$ cat src/rtl/fifo_sync_ctrl.sv
// rtl/fifo_sync_ctrl.sv - single-clock FIFO with FWFT option, occupancy count,
// programmable almost thresholds, synchronous flush and sticky error flags.
module fifo_sync_ctrl #(
  parameter int DEPTH     = 8,
  parameter int WIDTH     = 8,
  parameter bit FWFT      = 1'b0,
  parameter int AF_THRESH = DEPTH - 2,
  parameter int AE_THRESH = 1
) (
  input  logic                   clk,
  input  logic                   rst_n,
  input  logic                   wen,
  input  logic                   ren,
  input  logic                   flush,
  input  logic                   err_clr,
  input  logic [WIDTH-1:0]       data_in,
  output logic [WIDTH-1:0]       data_out,
  output logic                   data_valid,
  output logic                   full,
  output logic                   empty,
  output logic                   almost_full,
  output logic                   almost_empty,
  output logic [$clog2(DEPTH):0] count,
  output logic                   overflow,
  output logic                   underflow
);

  localparam int AW = $clog2(DEPTH);
  localparam logic [AW:0] L_ONE = (AW+1)'(1);
  localparam logic [AW:0] L_AF  = (AW+1)'(AF_THRESH);
  localparam logic [AW:0] L_AE  = (AW+1)'(AE_THRESH);

  logic [WIDTH-1:0] r_mem [DEPTH];
  logic [AW:0]      r_wptr;
  logic [AW:0]      r_rptr;
  logic [AW:0]      r_count;
  logic             r_overflow;
  logic             r_underflow;

  logic w_full;
  logic w_empty;
  logic w_wr_ok;
  logic w_rd_ok;
  logic w_wr_rej;
  logic w_rd_rej;

  // Extra pointer MSB separates "same slot, full" from "same slot, empty".
  assign w_full   = (r_wptr[AW] != r_rptr[AW]) && (r_wptr[AW-1:0] == r_rptr[AW-1:0]);
  assign w_empty  = (r_wptr == r_rptr);
  assign w_wr_ok  = wen & ~w_full  & ~flush;
  assign w_rd_ok  = ren & ~w_empty & ~flush;
  assign w_wr_rej = wen &  w_full  & ~flush;
  assign w_rd_rej = ren &  w_empty & ~flush;

  always_ff @(posedge clk or negedge rst_n) begin
    if (!rst_n) begin
      r_wptr  <= '0;
      r_rptr  <= '0;
      r_count <= '0;
    end else if (flush) begin
      r_wptr  <= '0;
      r_rptr  <= '0;
      r_count <= '0;
    end else begin
      if (w_wr_ok) r_wptr <= r_wptr + L_ONE;
      if (w_rd_ok) r_rptr <= r_rptr + L_ONE;
      case ({w_wr_ok, w_rd_ok})
        2'b10:   r_count <= r_count + L_ONE;
        2'b01:   r_count <= r_count - L_ONE;
        default: r_count <= r_count;
      endcase
    end
  end

  always_ff @(posedge clk) begin
    if (w_wr_ok) r_mem[r_wptr[AW-1:0]] <= data_in;
  end

  // A new error event in the same cycle as err_clr keeps the flag set.
  always_ff @(posedge clk or negedge rst_n) begin
    if (!rst_n) begin
      r_overflow  <= 1'b0;
      r_underflow <= 1'b0;
    end else begin
      r_overflow  <= w_wr_rej | (r_overflow  & ~err_clr);
      r_underflow <= w_rd_rej | (r_underflow & ~err_clr);
    end
  end

  generate
    if (FWFT) begin : g_fwft
      assign data_out   = w_empty ? '0 : r_mem[r_rptr[AW-1:0]];
      assign data_valid = ~w_empty;
    end else begin : g_std
      logic [WIDTH-1:0] r_data_out;
      logic             r_data_valid;

      always_ff @(posedge clk or negedge rst_n) begin
        if (!rst_n) begin
          r_data_out   <= '0;
          r_data_valid <= 1'b0;
        end else begin
          r_data_valid <= w_rd_ok;
          if (w_rd_ok) r_data_out <= r_mem[r_rptr[AW-1:0]];
        end
      end

      assign data_out   = r_data_out;
      assign data_valid = r_data_valid;
    end
  endgenerate

  assign full         = w_full;
  assign empty        = w_empty;
  assign count        = r_count;
  assign almost_full  = (r_count >= L_AF);
  assign almost_empty = (r_count <= L_AE);
  assign overflow     = r_overflow;
  assign underflow    = r_underflow;

endmodule

$ cat config.mk
export PLATFORM = sky130hd
export DESIGN_NAME = fifo_sync_ctrl
export DESIGN_NICKNAME = d
export VERILOG_FILES = /design/src/rtl/fifo_sync_ctrl.sv
export SDC_FILE = /design/constraint.sdc
export NUM_CORES = 1
export LEC_CHECK = 0
export CORE_ASPECT_RATIO = 1.5
export CORE_MARGIN = 2
export CORE_UTILIZATION = 60
export DETAILED_ROUTE_END_ITERATION = 10
export DONT_BUFFER_PORTS = 1
export PLACE_DENSITY = 0.83
export SLEW_MARGIN = 30
export SYNTH_ARGS = -nofsm -noshare
export SYNTH_HDL_FRONTEND = slang
export SYNTH_SLANG_ARGS = --single-unit
$ cat constraint.sdc
create_clock -name clk -period 6.2 [get_ports clk]
set_clock_uncertainty 0.05 [all_clocks]
set_input_delay 0.62 -clock clk [delete_from_list [all_inputs] [get_ports clk]]
set_output_delay 0.62 -clock clk [all_outputs]
set_load 0.02 [all_outputs]
== Word level (Yosys, flattened, before mapping) ==
Memories as Yosys holds them, arrays and structs flattened. A register that Yosys moved wholly into a read port is not among the register bits.
Cells that the tools add are included.

* Register bits after elaboration: 15
* Word-level logic and storage cells: 47
* Memories kept: 1
* Memory bits (writable): 64
* Input port bits: 14

* Mux-type cells: 8
* Add/sub/neg operators: 4
* Reductions and logical operators: 5
* Bitwise gates (word level): 16
* Eq/ne operators: 5
* Order comparisons: 2

{| class="wikitable"
|+ Memories
! name !! depth !! width !! rd ports !! clocked after memory_dff !! write ports !! line !! source
|-
| r_mem || 8 || 8 || 1 || 1 || 1 || 33 || <nowiki>logic [WIDTH-1:0] r_mem [DEPTH];</nowiki>
|}

{| class="wikitable"
|+ Operators by type and width
! cell !! count
|-
| two-way mux 4 bit || 5
|-
| adder 4 x 1 -> 4 bit (second input constant) || 3
|-
| bitwise AND 1 bit || 10
|-
| case mux 4 bit (2 select lines) || 1
|-
| == test 4 bit || 1
|-
| greater-or-equal comparator 4 x 3 -> 1 bit (second input constant) || 1
|-
| <= comparator 4 x 1 -> 1 bit (second input constant) || 1
|-
| inverter 1 bit || 4
|-
| nonzero test 2 bit || 2
|-
| subtractor 4 x 1 -> 4 bit (second input constant) || 1
|-
| == test 3 bit || 1
|-
| nonzero test 3 bit || 1
|-
| == test 2 x 1 -> 1 bit (second input constant) || 1
|-
| == test 2 bit (second input constant) || 1
|-
| two-way mux 1 bit || 2
|-
| bitwise OR 1 bit || 2
|-
| logical AND 1 bit || 1
|-
| zero test 1 bit || 1
|-
| != test 1 bit || 1
|}

== Longest topological paths before layout ==
* Depth in word-level cells: 8
* Gate-level depth with buffers: 7
* Gate-level depth less buffers: 6

== Worst setup path after synthesis ==
Ideal clock, no wire load.

* Path kind: reg2reg
* Start: register r_rptr[1]
* End: memory r_mem[0][0], enable pin
* Data arrival time: 2,048 ps
* Stages on the path, launching flop included: 7
* Slack: 3,719 ps
* Path buffers: 1
* Path through: dfrtp_1 > buf_4 > xnor2_2 > nand4_1 > inv_1 > or3_1 > nor3_1

* Cells in the longest elaborated chain, start to end: 7

{| class="wikitable"
|+ RTL lines
! element !! line !! source
|-
| start: declaration || 35 || <nowiki>logic [AW:0] r_rptr;</nowiki>
|-
| start signal: assignment || 66 || <nowiki>if (w_rd_ok) r_rptr <= r_rptr + L_ONE;</nowiki>
|-
| == test 3 bit || 48 || <nowiki>assign w_full = (r_wptr[AW] != r_rptr[AW]) && (r_wptr[AW-1:0] == r_rptr[AW-1:0]);</nowiki>
|-
| logical AND 1 bit || 48 ||
|-
| via full || 19 || <nowiki>output logic full,</nowiki>
|-
| inverter 1 bit || 50 || <nowiki>assign w_wr_ok = wen & ~w_full & ~flush;</nowiki>
|-
| bitwise AND 1 bit (2 in series) || 50 ||
|-
| two-way mux 1 bit || 76 || <nowiki>if (w_wr_ok) r_mem[r_wptr[AW-1:0]] <= data_in;</nowiki>
|-
| two-way mux 1 bit (not written as such) || 76 ||
|-
| end: declaration || 33 ||
|}

The timed path passes the listed nets, and every way through them passes these cells.

== Worst setup path after layout ==
* Start: register r_rptr[1]
* End: memory r_mem[6][7], enable pin

Same word-level chain as after synthesis.

==> flow_metrics.py <==
metrics = {
    "synthesis": {
        "yosys_warnings": 0,
        "yosys_register_bits": 87,
        "synthesized_area_divided_by_synthesized_cell_count_um2": 15.9,
        "synthCells": 238,
        "ys_types": 43,
        "mappedNetlistArea_mm2": 0.00379,
        "yosysSeqAreaShare_pct": 65.8,
        "syn-num-nets": 258,
    },
    "die": {
        "start_util_pct": 61.9,
        "row_count": 35,
        "die_h_um": 101,
        "die_area_mm2": 0.00699,
        "boundaryPins": 33,
        "placeableCoreArea_mm2": 0.00613,
        "die_width_um": 68.9,
    },
    "cts": {
        "clock_sinks": 87,
        "max-clock-path-buffers": 2,
        "cts.clk_slew.worst_paths_ps": 90,
        "cts-resized-gates": 0,
        "ctsHtreeMaxLevel": 3,
        "cts_inserted_buffers": 9,
        "cts_root_buffer": "sky130_fd_sc_hd__clkbuf_8",
        "clock_latency_ps": 340,
        "cts_post_setup_buffers_inserted": 0,
        "cts_tree": "built",
        "holdBufCountCts": 1,
    },
    "timing": {
        "setup_viol": 0,
        "maxSlewViolCount": 0,
        "setup-tns-final_ps": 0,
        "final_period_utilization_pct": 50.8,
        "timing.final.crit_period_ps": 3150,
        "max_slew.worst_pin.slew_ps": 893,
        "timing.slew.headroom_pct": 40.4,
        "hold_viol": 0,
        "max_freq_ghz": 0.318,
        "rsz0062_at_grt": "no",
    },
    "global_route": {
        "grt_start_max_net_pins": 24,
        "grt_total_ovfl": 0,
        "busiest_layer": "met2",
        "use_met3_pct": 4.44,
        "antenna_violations_before_repair": 0,
        "grt_first_pass_wirelength_mm": 10.0,
        "met2_track_demand_over_resource_pct": 35.8,
        "track_usage_pct": 20.9,
        "met1_usage_pct": 24.4,
        "first_global_vias": 2013,
    },
    "route": {
        "vias": 1919,
        "detail_route.wl_per_cell_um": 20.5,
        "wirelength_mm": 6.51,
        "drt-vias-per-instance": 6.03,
        "drt_first_iter_violations": 96,
        "drc": 0,
        "drt_pre_antenna_iters": 5,
        "antenna_violating_nets_post_route": 0,
    },
    "finish": {
        "layout.cells.most_common": "sky130_fd_sc_hd__edfxtp_1",
        "area_of_the_multi_input_gates_mm2": 0.00120,
        "final_layout_size_suffix_gt1_share_pct": 18.4,
        "final_nets": 259,
        "filler_cell_count": 420,
        "most-common-layout-cells": "sky130_fd_sc_hd__edfxtp_1, sky130_fd_sc_hd__dfrtp_1, sky130_fd_sc_hd__nor2_1, sky130_fd_sc_hd__mux4_2, sky130_fd_sc_hd__nand2_1",
        "final_area_mm2": 0.00408,
        "antenna_cells": 0,
        "flow.area_growth_from_synthesis_pct": 7.58,
        "seqCellArea_mm2": 0.00250,
    },
    "critical_path": {
        "setup.worst_path.class": "reg -> reg",
        "worstSetupEndpointType": "register",
        "worst_r2r_startpoint": "r_rptr[1]",
        "timing.critical_path.arrival_ps": 3060,
        "critPathSlowestCell": "sky130_fd_sc_hd__dfrtp_1",
        "cp.required_ps": 6110,
        "startpoint_type": "register",
        "path_cells": "xnor2_2 -> nand4_1 -> inv_1 -> or3_1 -> nor2_1",
        "largest_stage_delay_on_the_critical_path_ps": 930,
        "critical_path_peak_fanout": 21,
        "worst_setup_path_startpoint": "r_rptr[1]",
    },
    "pwr": {
        "design_power_total_uw": 1460,
        "power.share.switching_pct": 27.7,
        "net-switching-power_uw": 404,
        "power_frac_seq_pct": 52.6,
        "pwr-share-clk_pct": 31.7,
        "power_density_mw_per_mm2": 358,
        "logic_gate_share_of_total_power_pct": 15.7,
        "p_leak_uw": 0.00143,
        "cell_internal_pwr_uw": 1060,
        "max-vdd-ir-drop_mv": 0.274,
    },
    "job": {
        "drv_cap": 0,
    },
    "place": {
        "detailed_place.area_mm2": 0.00383,
        "place.gp.congestion": 0.750,
        "io_buffers": 0,
        "dpl.hpwl_mm": 4.34,
    },
    "min_path": {
        "timing.hold.worst.class": "in -> async",
    },
    "run_status": {
        "run_status": "finished, final reports clean",
    },
}
## sequential cells by signal (all words and copies together) (netlist names)
| register | count |
|---|---|
| r_wptr | 4 |
| count | 4 |
| overflow | 1 |
| underflow | 1 |
| data_valid | 1 |
| data_out | 8 |
| r_mem | 64 |
| r_rptr | 4 |
## power by group through the flow
stage          clock network, uW  registers (uW)  logic [uW]
3_5_place_dp                   0             782         228
3_3_place_gp                   0             780         220
4_1_cts                      476             770         232
5_1_grt                      500             779         255
6_report                     463             768         229
2_1_floorplan                  0             762         210
## final timing paths
kind                                    end  slack, ps  cells past startpoint
min in group clk                  r_wptr[0]        280                      1
worst min-delay path              r_wptr[0]        190                      1
worst max-delay path            r_mem[6][7]       3050                      5
max in group asynchronous          count[0]       5540                      1
worst max register to register  r_mem[6][7]       3050                      5
worst min register to register  data_out[4]        580                      2
## cell usage after synthesis, drive strengths merged
master,number,area (um^2)
mux4,16,360
or3,3,18.8
a311oi,1,8.76
a21oi,4,20.0
nor2b,1,6.26
nand4,3,33.8
o31a,1,8.76
ha,6,75.1
and2,2,12.5
a22o,1,8.76
o2111ai,1,8.76
o31ai,2,15.0
nor3,5,25.0
xor2,8,85.1
a221o,1,11.3
o21ai,12,60.1
a41o,1,10.0
o22ai,2,12.5
edfxtp,64,1920
nor2,16,60.1
nand2b,4,25.0
nand3,7,35.0
clkbuf,4,15.0
mux2i,9,90.1
o41ai,1,27.5
a21o,1,7.51
a211o,1,8.76
a31o,1,8.76
nand2,14,52.6
a2111oi,1,10.0
dfrtp,23,576
xnor2,5,85.1
buf,9,61.3
inv,8,30.0
## layout make-up
| cell class | count | share of cell area, % |
|---|---|---|
| clock buffers | 11 | 3.46 |
| clock inverters | 5 | 2.57 |
| inverters | 8 | 0.736 |
| multi-input cells | 130 | 29.3 |
| flip-flops and latches | 87 | 61.2 |
| well taps | 74 | 2.27 |
| repair buffers | 3 | 0.490 |
## per-layer routing
metal	share of wire [%]	up-vias
met3	3.9	2
met5	0	-
met4	0.58	0
met1	39	983
li1	-	896
met2	57	38
## cells by family after synthesis
family	after synthesis	share of synthesized area (%)
flops	87	65.8
simple gates	55	7.09
compound gates	31	5.97
mux	25	11.9
buf+inv	21	2.80
xor+xnor	13	4.48
fa+ha+maj	6	1.98
## worst max-delay path: cells and delay by family (launching register included)
| family | cells | cell delay (ps) |
|---|---|---|
| flops | 1 | 930 |
| xor+xnor | 1 | 240 |
| simple gates | 3 | 1380 |
| buf+inv | 1 | 160 |
## through the flow
stage,instances,hold slack [ps],util [%],worst slack (ps)
after floorplan,238,274,-,3720
final,318,192,66.6,3050
after detailed placement,301,275,62.5,3080
after global placement,301,275,62.4,2900
after CTS,318,255,66.7,3040
after global routing,318,215,66.6,2910
Note: power is estimated with default switching activity, not from simulation.
==> variant: new RTL, same flow settings <==
`DEPTH`: 8 -> 4.
--- a/src/rtl/fifo_sync_ctrl.sv
+++ b/src/rtl/fifo_sync_ctrl.sv
@@ -3,3 +3,3 @@
 module fifo_sync_ctrl #(
-  parameter int DEPTH     = 8,
+  parameter int DEPTH     = 4,
   parameter int WIDTH     = 8,
Interface: changed (resized count); port bits go from 33 to 32. No check against the original RTL was run, so the function may have changed too.
==> variant against the original RTL <==
Worst setup slack better by 0.58 ns. Largest power group unchanged. Worst hold slack better by 0.016 ns. Highest routed layer unchanged. Sequential power down 33%. Largest cell class unchanged. Power down 39%. Wire length down 41%. Register-to-register slack better by 0.78 ns. Via count down 39%. Cell area down 40%. Sequential cell count down 35. Synthesized area down 38%.
==> variant: results (changes against the original RTL) <==
worst_skew_pair.late_latency_ns: 0.30  # -0.04 ns
grt_pass1_wl_mm: 6.403  # -36%
multi_input_area_sq_um: 802.0  # -33%
place_inst: 183  # -39%
synthTopCellsByArea: "edfxtp_1 (41%), dfrtp_1 (21%), mux4_1 (7.8%)"
flow.area_growth_from_synthesis_pct: 3.871
p_sw_uw: 305.4  # -24%
place.gp.congestion: 0.7643  # +1.9%
status: "completed"
fill_cells: 266  # -37%
synth-xor-area-share: 0.04348  # -0.001362
drtIter0Drc: 46  # -52%
regToRegStartpoint: "r_rptr[0]"
nClkBuffers: 5  # -6
postPlaceCellArea_sq_mm: 0.002351  # -39%
inverters_excl_clock: 9  # +1
grt_pass1_vias: 1270  # -37%
clk_share: 0.03880  # -0.02158
drtPass1Iterations: 4  # -1
fin_worst_hold_slack_ns: 0.2080  # +0.01564 ns
place_hpwl_mm: 2.706  # -38%
r2r-end: "r_mem[3][6]"
worst_pin_slew_ns: 0.7515  # -0.1420 ns
wl_per_cell_um: 19.86  # -3.0%
syn-num-nets: 168  # -35%
nMultiInputCombCells: 79  # -39%
critical-path-max-stage-delay_ns: 0.77  # -0.16 ns
seq_area_frac: 0.5962  # -0.01549
arrival_ns: 1.89  # -1.17 ns
htreeDepth: 2  # -1
vdd_drop_max_v: 0.0003582  # +31%
synth.distinct_cells: 34  # -21%
non_clock_buffer_count: 1  # -2
-- variant: metal layers --
layer	up-vias	wire length (um)	GRT usage	share of wire
met4	0	76	0.07561	0.020
met5	-	0	0	0
met3	7	235	0.05414	0.062
li1	538	-	-	-
met2	36	2101	0.3452	0.55
met1	581	1400	0.2241	0.37
-- variant: worst max-delay path by stage --
stage / start / end / slack [ns] / cells past startpoint
after floorplan: r_rptr[1] / full / 4.17 / 5
after global placement: r_rptr[0] / r_mem[3][1] / 3.94 / 4
after detailed placement: r_rptr[0] / r_mem[3][2] / 3.82 / 4
after CTS: r_rptr[0] / full / 3.62 / 3
after global routing: r_rptr[0] / empty / 3.47 / 3
final: r_rptr[0] / full / 3.64 / 3
-- variant: power by group through the flow --
stage	logic [mW]	clock network, mW	registers [mW]
finish	0.183	0.194	0.516
global route	0.205	0.215	0.527
CTS	0.187	0.200	0.519
detailed placement	0.183	0	0.526
global placement	0.172	0	0.522
floorplan	0.175	0	0.501
